===== config.mk =====
export PLATFORM = sky130hd
export DESIGN_NAME = jclk_cfg_seq
export DESIGN_NICKNAME = d
export VERILOG_FILES = /design/src/rtl/jclk_cfg_seq.sv
export SDC_FILE = /design/constraint.sdc
export NUM_CORES = 1
export LEC_CHECK = 0
export BUFFER_PORTS_ARGS = -buffer_cell sky130_fd_sc_hd__buf_2
export CORE_MARGIN = 3
export CORE_UTILIZATION = 45
export DETAILED_ROUTE_END_ITERATION = 10
export PLACE_DENSITY = 0.75
export REMOVE_ABC_BUFFERS = 1
export SETUP_SLACK_MARGIN = 0.15
export SYNTH_ARGS = -nofsm -noshare
export SYNTH_HDL_FRONTEND = slang
export SYNTH_SLANG_ARGS = --single-unit

===== constraint.sdc =====
create_clock -name sys_clk -period 1.9 [get_ports sys_clk]
set_input_delay 0.095 -clock sys_clk [delete_from_list [all_inputs] [get_ports sys_clk]]
set_output_delay 0.095 -clock sys_clk [all_outputs]
set_load 0.02 [all_outputs]

===== src/rtl/jclk_cfg_seq.sv =====
// jclk_cfg_seq: configuration sequencer for the clock generator divider
// registers CLK1 (processor/PLL), CLK2 (video/pixel) and CLK3 (chroma).
// After reset it waits RESET_WAIT cycles, writes the boot defaults to all
// three registers, then holds a settle lockout before accepting host writes.
// Host writes to CLK1/CLK2 are followed by another settle lockout; CLK3
// writes are not.
// Optional build macro JCLK_CFG_READBACK_EN adds shadow registers of the
// last value written to each register, readable through rd_sel/rd_data.
module jclk_cfg_seq #(
  parameter logic [15:0] CLK1_INIT     = 16'h0103,
  parameter logic [15:0] CLK2_INIT     = 16'h0002,
  parameter logic [15:0] CLK3_INIT     = 16'h8005,
  parameter int unsigned RESET_WAIT    = 16,
  parameter int unsigned SETTLE_CYCLES = 64
) (
  input  logic        sys_clk,
  input  logic        reset,
  input  logic        host_req,
  input  logic [1:0]  host_sel,
  input  logic [15:0] host_data,
  output logic        host_ack,
  output logic        host_err,
  output logic        busy,
  output logic        boot_done,
  output logic        clk1w,
  output logic        clk2w,
  output logic        clk3w,
  output logic [15:0] dout,
  input  logic [1:0]  rd_sel,
  output logic [15:0] rd_data
);

  // Bits 14:10 do not exist in the generator registers and are always cleared.
  localparam logic [15:0] DataMask   = 16'h83FF;
  localparam logic [7:0]  ResetLast  = 8'(RESET_WAIT - 1);
  localparam logic [7:0]  SettleLast = 8'(SETTLE_CYCLES - 1);

  typedef enum logic [2:0] {
    RST_WAIT,
    WR1,
    WR2,
    WR3,
    SETTLE,
    IDLE,
    HWR,
    HSETTLE
  } state_t;

  state_t      state_q, state_d;
  logic [7:0]  cnt_q, cnt_d;
  logic        errPend_q, errPend_d;
  logic [1:0]  sel_q, sel_d;
  logic [15:0] data_q, data_d;

  logic        ack_q, ack_d;
  logic        err_q, err_d;
  logic        busy_q, busy_d;
  logic        bootDone_q, bootDone_d;
  logic        clk1w_q, clk1w_d;
  logic        clk2w_q, clk2w_d;
  logic        clk3w_q, clk3w_d;
  logic [15:0] dout_q, dout_d;
  logic        counting;

  // State register, lockout counter and the captured host request.
  always_ff @(posedge sys_clk or posedge reset) begin
    if (reset) begin
      state_q   <= RST_WAIT;
      cnt_q     <= 8'd0;
      errPend_q <= 1'b0;
      sel_q     <= 2'd0;
      data_q    <= 16'd0;
    end else begin
      state_q   <= state_d;
      cnt_q     <= cnt_d;
      errPend_q <= errPend_d;
      sel_q     <= sel_d;
      data_q    <= data_d;
    end
  end

  // Next-state logic; an invalid-select request is held one cycle in
  // errPend so its ack lands with the same latency as a real write.
  always_comb begin
    state_d   = state_q;
    errPend_d = 1'b0;
    sel_d     = sel_q;
    data_d    = data_q;
    case (state_q)
      RST_WAIT: if (cnt_q == ResetLast) state_d = WR1;
      WR1:      state_d = WR2;
      WR2:      state_d = WR3;
      WR3:      state_d = SETTLE;
      SETTLE:   if (cnt_q == SettleLast) state_d = IDLE;
      IDLE: begin
        if (host_req && !errPend_q) begin
          sel_d  = host_sel;
          data_d = host_data;
          if (host_sel == 2'd0) errPend_d = 1'b1;
          else                  state_d   = HWR;
        end
      end
      HWR:      state_d = (sel_q == 2'd3) ? IDLE : HSETTLE;
      HSETTLE:  if (cnt_q == SettleLast) state_d = IDLE;
      default:  state_d = RST_WAIT;
    endcase
  end

  // Counter runs only while waiting and restarts from 0 on every state change.
  always_comb begin
    counting = (state_q == RST_WAIT) || (state_q == SETTLE) || (state_q == HSETTLE);
    cnt_d    = 8'd0;
    if (counting && (state_d == state_q)) cnt_d = cnt_q + 8'd1;
  end

  // Output decode from the current state; the result is registered below.
  always_comb begin
    ack_d      = 1'b0;
    err_d      = 1'b0;
    busy_d     = 1'b1;
    bootDone_d = bootDone_q;
    clk1w_d    = 1'b0;
    clk2w_d    = 1'b0;
    clk3w_d    = 1'b0;
    dout_d     = 16'd0;
    case (state_q)
      WR1: begin
        clk1w_d = 1'b1;
        dout_d  = CLK1_INIT & DataMask;
      end
      WR2: begin
        clk2w_d = 1'b1;
        dout_d  = CLK2_INIT & DataMask;
      end
      WR3: begin
        clk3w_d = 1'b1;
        dout_d  = CLK3_INIT & DataMask;
      end
      IDLE: begin
        busy_d     = 1'b0;
        bootDone_d = 1'b1;
        ack_d      = errPend_q;
        err_d      = errPend_q;
      end
      HWR: begin
        ack_d   = 1'b1;
        clk1w_d = (sel_q == 2'd1);
        clk2w_d = (sel_q == 2'd2);
        clk3w_d = (sel_q == 2'd3);
        dout_d  = data_q & DataMask;
      end
      default: ;
    endcase
  end

  // Output registers; everything the generator and host see comes from here.
  always_ff @(posedge sys_clk or posedge reset) begin
    if (reset) begin
      ack_q      <= 1'b0;
      err_q      <= 1'b0;
      busy_q     <= 1'b0;
      bootDone_q <= 1'b0;
      clk1w_q    <= 1'b0;
      clk2w_q    <= 1'b0;
      clk3w_q    <= 1'b0;
      dout_q     <= 16'd0;
    end else begin
      ack_q      <= ack_d;
      err_q      <= err_d;
      busy_q     <= busy_d;
      bootDone_q <= bootDone_d;
      clk1w_q    <= clk1w_d;
      clk2w_q    <= clk2w_d;
      clk3w_q    <= clk3w_d;
      dout_q     <= dout_d;
    end
  end

  assign host_ack  = ack_q;
  assign host_err  = err_q;
  assign busy      = busy_q;
  assign boot_done = bootDone_q;
  assign clk1w     = clk1w_q;
  assign clk2w     = clk2w_q;
  assign clk3w     = clk3w_q;
  assign dout      = dout_q;

`ifdef JCLK_CFG_READBACK_EN
  logic [15:0] shadow1_q, shadow2_q, shadow3_q;
  logic [15:0] rdData_q, rdData_d;

  // Shadow copies follow every strobe, boot or host, with the masked data.
  always_ff @(posedge sys_clk or posedge reset) begin
    if (reset) begin
      shadow1_q <= 16'd0;
      shadow2_q <= 16'd0;
      shadow3_q <= 16'd0;
    end else begin
      if (clk1w_d) shadow1_q <= dout_d;
      if (clk2w_d) shadow2_q <= dout_d;
      if (clk3w_d) shadow3_q <= dout_d;
    end
  end

  // Readback mux; select 0 reads as zero.
  always_comb begin
    rdData_d = 16'd0;
    case (rd_sel)
      2'd1:    rdData_d = shadow1_q;
      2'd2:    rdData_d = shadow2_q;
      2'd3:    rdData_d = shadow3_q;
      default: rdData_d = 16'd0;
    endcase
  end

  // Registered readback gives one cycle of latency from rd_sel.
  always_ff @(posedge sys_clk or posedge reset) begin
    if (reset) rdData_q <= 16'd0;
    else       rdData_q <= rdData_d;
  end

  assign rd_data = rdData_q;
`else
  logic unusedRdSel;
  assign unusedRdSel = ^rd_sel;
  assign rd_data     = 16'd0;
`endif

endmodule


==> results of run 1 <==
[flip-flops by register name, summed over array words and instances, names as in the netlist, 2 cells and up]
register,cells
sel_q,2
dout,11
cnt_q,8
state_q,3
data_q,11
[where the power goes]
group          switching [W]  leakage [nW]  internal (W)
registers         0.00000833         0.553      0.000928
logic              0.0000667         0.549     0.0000284
clock network       0.000318        0.0402      0.000256
total               0.000393          1.14       0.00121
[cell usage after synthesis, types with 2 or more instances]
master,instances,area share
nand2b_1,4,0.013
a21boi_0,4,0.016
nand3_1,9,0.024
a21oi_1,3,0.0078
o21ai_0,6,0.016
dfrtp_1,43,0.56
nor4_1,2,0.0065
buf_4,22,0.086
nor2_1,4,0.0078
clkbuf_1,5,0.0098
xor2_1,2,0.0091
nor3_1,3,0.0078
nor2b_1,4,0.013
and3_1,7,0.023
nand2_1,8,0.016
mux2_2,13,0.076
inv_1,2,0.0039
[final timing paths]
path	to	start	cells after the start	slack (ns)
worst max-delay path	errPend_q	state_q[2]	4	0.27
worst min-delay path	data_q[15]	host_data[15]	2	0.02
worst max register to register	errPend_q	state_q[2]	4	0.27
worst min register to register	boot_done	boot_done	1	0.47
max in group asynchronous	dout[3]	reset	4	1.07
min in group asynchronous	sel_q[0]	reset	4	0.47
[worst register-to-register path, cell delays in order (launching register included)]
cell,delay [ns]
dfrtp_1,0.38
buf_6,0.19
nand3b_1,0.17
nor4_1,0.24
dlygate4sd3_1,0.59
[cell families (layout without fill, tap and decap cells)]
logic type	after synthesis	count (layout)	synth area share
adders and majority gates	1	1	0.00653
other	1	21	0.00196
buffers and inverters	30	52	0.103
and+or+nand+nor	51	51	0.150
DFF	43	43	0.562
AOI/OAI and AO/OA	21	21	0.0869
muxes	13	13	0.0764
xor gates and xnor gates	3	3	0.0137
[through the flow]
step | worst slack [ns] | TNS [ns] | hold WS, ns
2_1_floorplan | -0.0199 | -0.259 | 0.167
3_3_place_gp | 0.276 | 0 | 0.251
3_5_place_dp | 0.252 | 0 | 0.253
4_1_cts | 0.233 | 0 | 0.00895
5_1_grt | 0.200 | 0 | 0.00796
6_report | 0.275 | 0 | 0.0216
[routing by layer]
| layer | routed length, um | vias to the layer above | share of wire | track usage |
|---|---|---|---|---|
| li1 | - | 609 | - | - |
| met1 | 1440 | 649 | 0.43 | 0.172 |
| met2 | 1620 | 51 | 0.48 | 0.239 |
| met3 | 263 | 2 | 0.079 | 0.0589 |
| met4 | 11 | 0 | 0.0033 | 0.0501 |
| met5 | 0 | - | 0 | 0 |
[what timing repair did]
action / CTS / global route
setup buffers: 0 / 1
setup endpoints to repair: 0 / 7
hold endpoints to repair: 44 / 0
gates resized for setup: 0 / 2
hold buffers: 3 / 0
[final cells by class]
cell class	count	area (sq um)	share of cell area
Clock inverter	3	20.0	0.00909
Inverter	2	7.51	0.00341
Clock buffer	5	68.8	0.0313
Timing Repair Buffer	42	244	0.111
Tap cell	50	62.6	0.0284
Multi-Input combinational cell	110	723	0.328
Sequential cell	43	1080	0.489
[cell usage in the layout (no fill, tap or decap), types with 4 or more instances in the layout]
cell type  Yosys  layout
buf_2          1      33
o21ai_0        6       6
nand2_1        8       8
buf_4         22       5
dfrtp_1       43      43
clkbuf_8       0       5
a21boi_0       4       4
conb_1         1      21
mux2_2        13      13
and3_1         7       7
nor2b_1        4       4
nor2_1         4       4
nand2b_1       4       4
nand3_1        9       8
==> flow_summary.yaml, run 1 <==
die:
  die_area_sq_um: 5080
  dieWidth_um: 71.2
  fp-row-count: 23
  die_y_um: 71.2
  ios: 62
  coreArea_sq_um: 4060
  start_util: 0.472
placement:
  post-dp-hpwl_mm: 2.22
  gp_congestion: 0.717
  io_buffer_count: 33
  dpl.cell_count: 243
  dpl_cell_area_sq_um: 2070
logic_synthesis:
  syn_inst: 163
  avgSynthCellArea_sq_um: 11.8
  synth-main-ff-cell: "dfrtp_1"
  synth-seq-area-share: 0.562
  async_flop_share: 1.00
  yosysUniqueCellTypes: 39
  synth_edf_count: 0
  syn-cell-area_sq_um: 1920
  ys_ff_latch: 43
  yosysWarnings: 0
final_layout:
  antennaDiodeCount: 0
  syn_to_final_growth_pct: 15.0
  final_area_sq_um: 2200
  fin_util: 0.543
  drive_gt1_frac: 0.317
  instances_no_fill: 255
  fillers: 367
  num-nets-final: 228
power:
  total_power_w: 0.00161
  max-vdd-ir-drop_v: 0.000476
  power_density_nw_per_um2: 729
  p_leak_nw: 1.14
global_routing:
  grt.overflow.total: 0
  track_usage: 0.145
  antenna_found_initial: 0
  grt_pass1_wl_mm: 5.81
  grt_max_degree: 44
  grt_pass1_vias: 1303
setup_path:
  endpoint_kind: "flip-flop"
  cp_top_family: "buffers and inverters"
  required_ns: 2.14
  path_cells: "buf_6, nand3b_1, nor4_1, dlygate4sd3_1"
  critPathKind: "reg2reg"
  startpoint_type: "flip-flop"
  max_stage_delay_ns: 0.59
  worstPathArrival_ns: 1.86
  critPathBufInv: 2
  path_max_fanout: 23
  slowest_stage: "dlygate4sd3_1"
routing:
  dr.first_iter.drc_count: 46
  dr.pass1.iters: 4
  wire_per_inst_um: 13.1
  drc: 0
  vias: 1311
  routed_wl_mm: 3.34
  vias_per_cell: 5.14
  drtAntennaViolNets: 0
status:
  outcome: "finished clean"
cts:
  cts_tree: "yes"
  cts_buffer_depth: 2
  clockRootBuffer: "clkbuf_8"
  clkLatencyLatePin_ns: 0.30
  clock-sinks: 43
  cts_buffers: 5
  cts_max_level: 2
  path_clk_slew_ns: 0.08
timing:
  finalCriticalPeriod_ns: 1.63
  slew_headroom: 0.652
  fin_crit_sh: 0.856
  fin_skew_ns: 0.00730
  worst_pin_slew_ns: 0.521
  setup_viol: 0
  hold_viol: 0
  fmax_ghz: 0.615
  slew_violations: 0
  rsz0062_at_grt: "no"
min_path:
  min_path_type: "in2reg"
job:
  max_cap_violations: 0
(Power assumes the default switching activity.)
==> run 2: changes to the inputs <==
--- a/config.mk
+++ b/config.mk
@@ -5,6 +5,7 @@
 export SDC_FILE = /design/constraint.sdc
 export NUM_CORES = 1
 export LEC_CHECK = 0
+export ABC_AREA = 1
 export BUFFER_PORTS_ARGS = -buffer_cell sky130_fd_sc_hd__buf_2
 export CORE_MARGIN = 3
 export CORE_UTILIZATION = 45
==> run 2 against run 1 <==
Effect of this change:
- sequential share of layout area fell by 0.52 points
- synthesized cell count up 23%
- maximum frequency is 6.5% higher
- synthesized area up 0.33%
- count of clock-buffer cells in the layout rose by 1
- highest routed layer is now met3
==> flow_summary.yaml, run 2 <==
global_routing:
  grt_pass1_wl_mm: 5.13
  grt_pass1_vias: 1185
  grt.overflow.total: 0
  antenna_found_initial: 0
  grt_max_degree: 27
  track_usage: 0.129
logic_synthesis:
  yosysWarnings: 0
  synth_commonest_cells: "dfrtp_1 (43), nand2_1 (28), nor2_1 (25)"
  ys_ff_latch: 43
  synth.most_common_cell: "dfrtp_1"
  syn_inst: 201
  yosysTopAreaCellShare: 0.560
  avgSynthCellArea_sq_um: 9.56
  yosysUniqueCellTypes: 27
  synth-main-ff-cell: "dfrtp_1"
  synth_edf_count: 0
  synth-seq-area-share: 0.560
  synthTopCellsByArea: "dfrtp_1 (56%), buf_4 (8.6%), nand2_1 (5.5%)"
  syn-cell-area_sq_um: 1920
  async_flop_share: 1.00
  yosys.area.top_type: "dfrtp_1"
timing:
  slew_headroom: 0.400
  worst_pin_slew_ns: 0.894
  final.setup.worst_slack_ns: 0.374
  slew_violations: 0
  fin_skew_ns: 0.00398
  fin_crit_sh: 0.803
  tns_ns: 0
  setup_viol: 0
  hold_viol: 0
  rsz0062_at_grt: "no"
  fmax_ghz: 0.655
  finalCriticalPeriod_ns: 1.53
cts:
  cts.repair.resized: 0
  clkLatencyLatePin_ns: 0.29
  clockRootBuffer: "clkbuf_8"
  clock-sinks: 43
  cts_buffers: 5
  path_clk_slew_ns: 0.07
  cts_buffer_depth: 2
  cts_max_level: 2
  cts_tree: "yes"
  cts_setup_buffers: 0
  ctsHoldBuffers: 8
final_layout:
  fin_util: 0.549
  mostFrequentLayoutCell: "dfrtp_1"
  instances_no_fill: 298
  final_cell_mix: "dfrtp_1 (43), buf_2 (33), nand2_1 (28)"
  syn_to_final_growth_pct: 15.8
  antennaDiodeCount: 0
  num-nets-final: 271
  drive_gt1_frac: 0.238
setup_path:
  endpoint_kind: "flip-flop"
  reg2reg_depth: 3
  cp_top_family: "buffers and inverters"
  max_stage_delay_ns: 0.58
  worstPathArrival_ns: 1.75
  slowest_stage: "dlygate4sd3_1"
  path_cells: "nand3_4, nor4_1, dlygate4sd3_1"
  reg2reg_setup_slack_ns: 0.37
  crit_path_start: "state_q[0]"
  required_ns: 2.13
  startpoint_type: "flip-flop"
  path_max_fanout: 8
  r2r_start: "state_q[0]"
  r2r_end: "errPend_q"
  critPathKind: "reg2reg"
  critPathBufInv: 1
routing:
  drtAntennaViolNets: 0
  dr.pass1.iters: 4
  vias_per_cell: 4.38
  routed_wl_mm: 3.11
  drc: 0
  wire_per_inst_um: 10.4
  vias: 1305
  dr.first_iter.drc_count: 47
placement:
  pre_cts_ws_ns: 0.417
  dpl.cell_count: 282
  gp_congestion: 0.732
  post-dp-hpwl_mm: 2.27
  io_buffer_count: 33
die:
  die_area_sq_um: 5090
  die_y_um: 71.4
  dieWidth_um: 71.4
  ios: 62
  coreArea_sq_um: 4060
  fp-row-count: 23
  start_util: 0.474
min_path:
  min_path_cells: 3
  hold_path_end: "data_q[6]"
  min_path_type: "in2reg"
  holdCritStartpoint: "host_data[6]"
power:
  max-vdd-ir-drop_v: 0.000373
  power_density_nw_per_um2: 696
  p_leak_nw: 1.23
job:
  max_cap_violations: 0
status:
  outcome: "finished clean"
==> run 2: cell count changes after synthesis, moves of 5 or more <==
cell      change
inv_1        +22
nor2_1       +21
nand2_1      +20
mux2_2       -13
o21ai_0      +11
and3_1        -7
clkbuf_1      -5
nand2_2       +5
==> run 2: kinds of logic after synthesis <==
logic type | count (synthesis) | share of synthesized area
AO/OA/AOI/OAI | 26 | 0.0801
XOR/XNOR | 6 | 0.0273
adder cells (fa/ha/maj) | 1 | 0.00651
buffers and inverters | 53 | 0.152
flip-flops | 43 | 0.560
other | 1 | 0.00195
AND/OR/NAND/NOR | 71 | 0.173
==> run 2: metal layers <==
layer,up-vias,routed length [um],global-route usage
met1,588,1490,0.182
met3,0,229,0.0337
met4,0,0,0.0626
met5,-,0,0
met2,49,1390,0.186
li1,668,-,-
==> run 2: worst max path at each step <==
stage                endpoint  cells past startpoint  slack (ns)
global route         cnt_q[5]                     11        0.22
floorplan           data_q[0]                      3        0.54
finish              errPend_q                      3        0.37
global placement     cnt_q[2]                     10        0.46
CTS                 errPend_q                      3        0.34
detailed placement   cnt_q[3]                     11        0.42
==> run 2: power breakdown <==
part / internal (W) / switching [W] / total [W]
logic: 0.0000237 / 0.0000633 / 0.0000870
clock network: 0.000257 / 0.000290 / 0.000547
registers: 0.000914 / 0 / 0.000914
total: 0.00119 / 0.000354 / 0.00155
==> run 2: worst min-delay path, cell delays in order <==
cell	delay, ns
buf_2	0.07
nand2_1	0.04
o21ai_0	0.06
==> run 2: through the flow <==
stage	cell area [sq um]	hold WS, ns	total power (W)
floorplan	1810	0.167	0.000984
global placement	2060	0.205	0.00101
detailed placement	2060	0.211	0.00101
CTS	2230	0.00239	0.00158
global route	2230	0.0278	0.00161
finish	2230	0.0175	0.00155
==> run 2: cell type report <==
| cell class | instances | area, sq um |
|---|---|---|
| inverter | 28 | 105 |
| clock buffer | 6 | 72.6 |
| sequential | 43 | 1080 |
| clock inverter | 2 | 12.5 |
| multi-input combinational | 125 | 629 |
| fill | 388 | 1830 |
| timing repair buffer | 44 | 268 |
| tap | 50 | 62.6 |
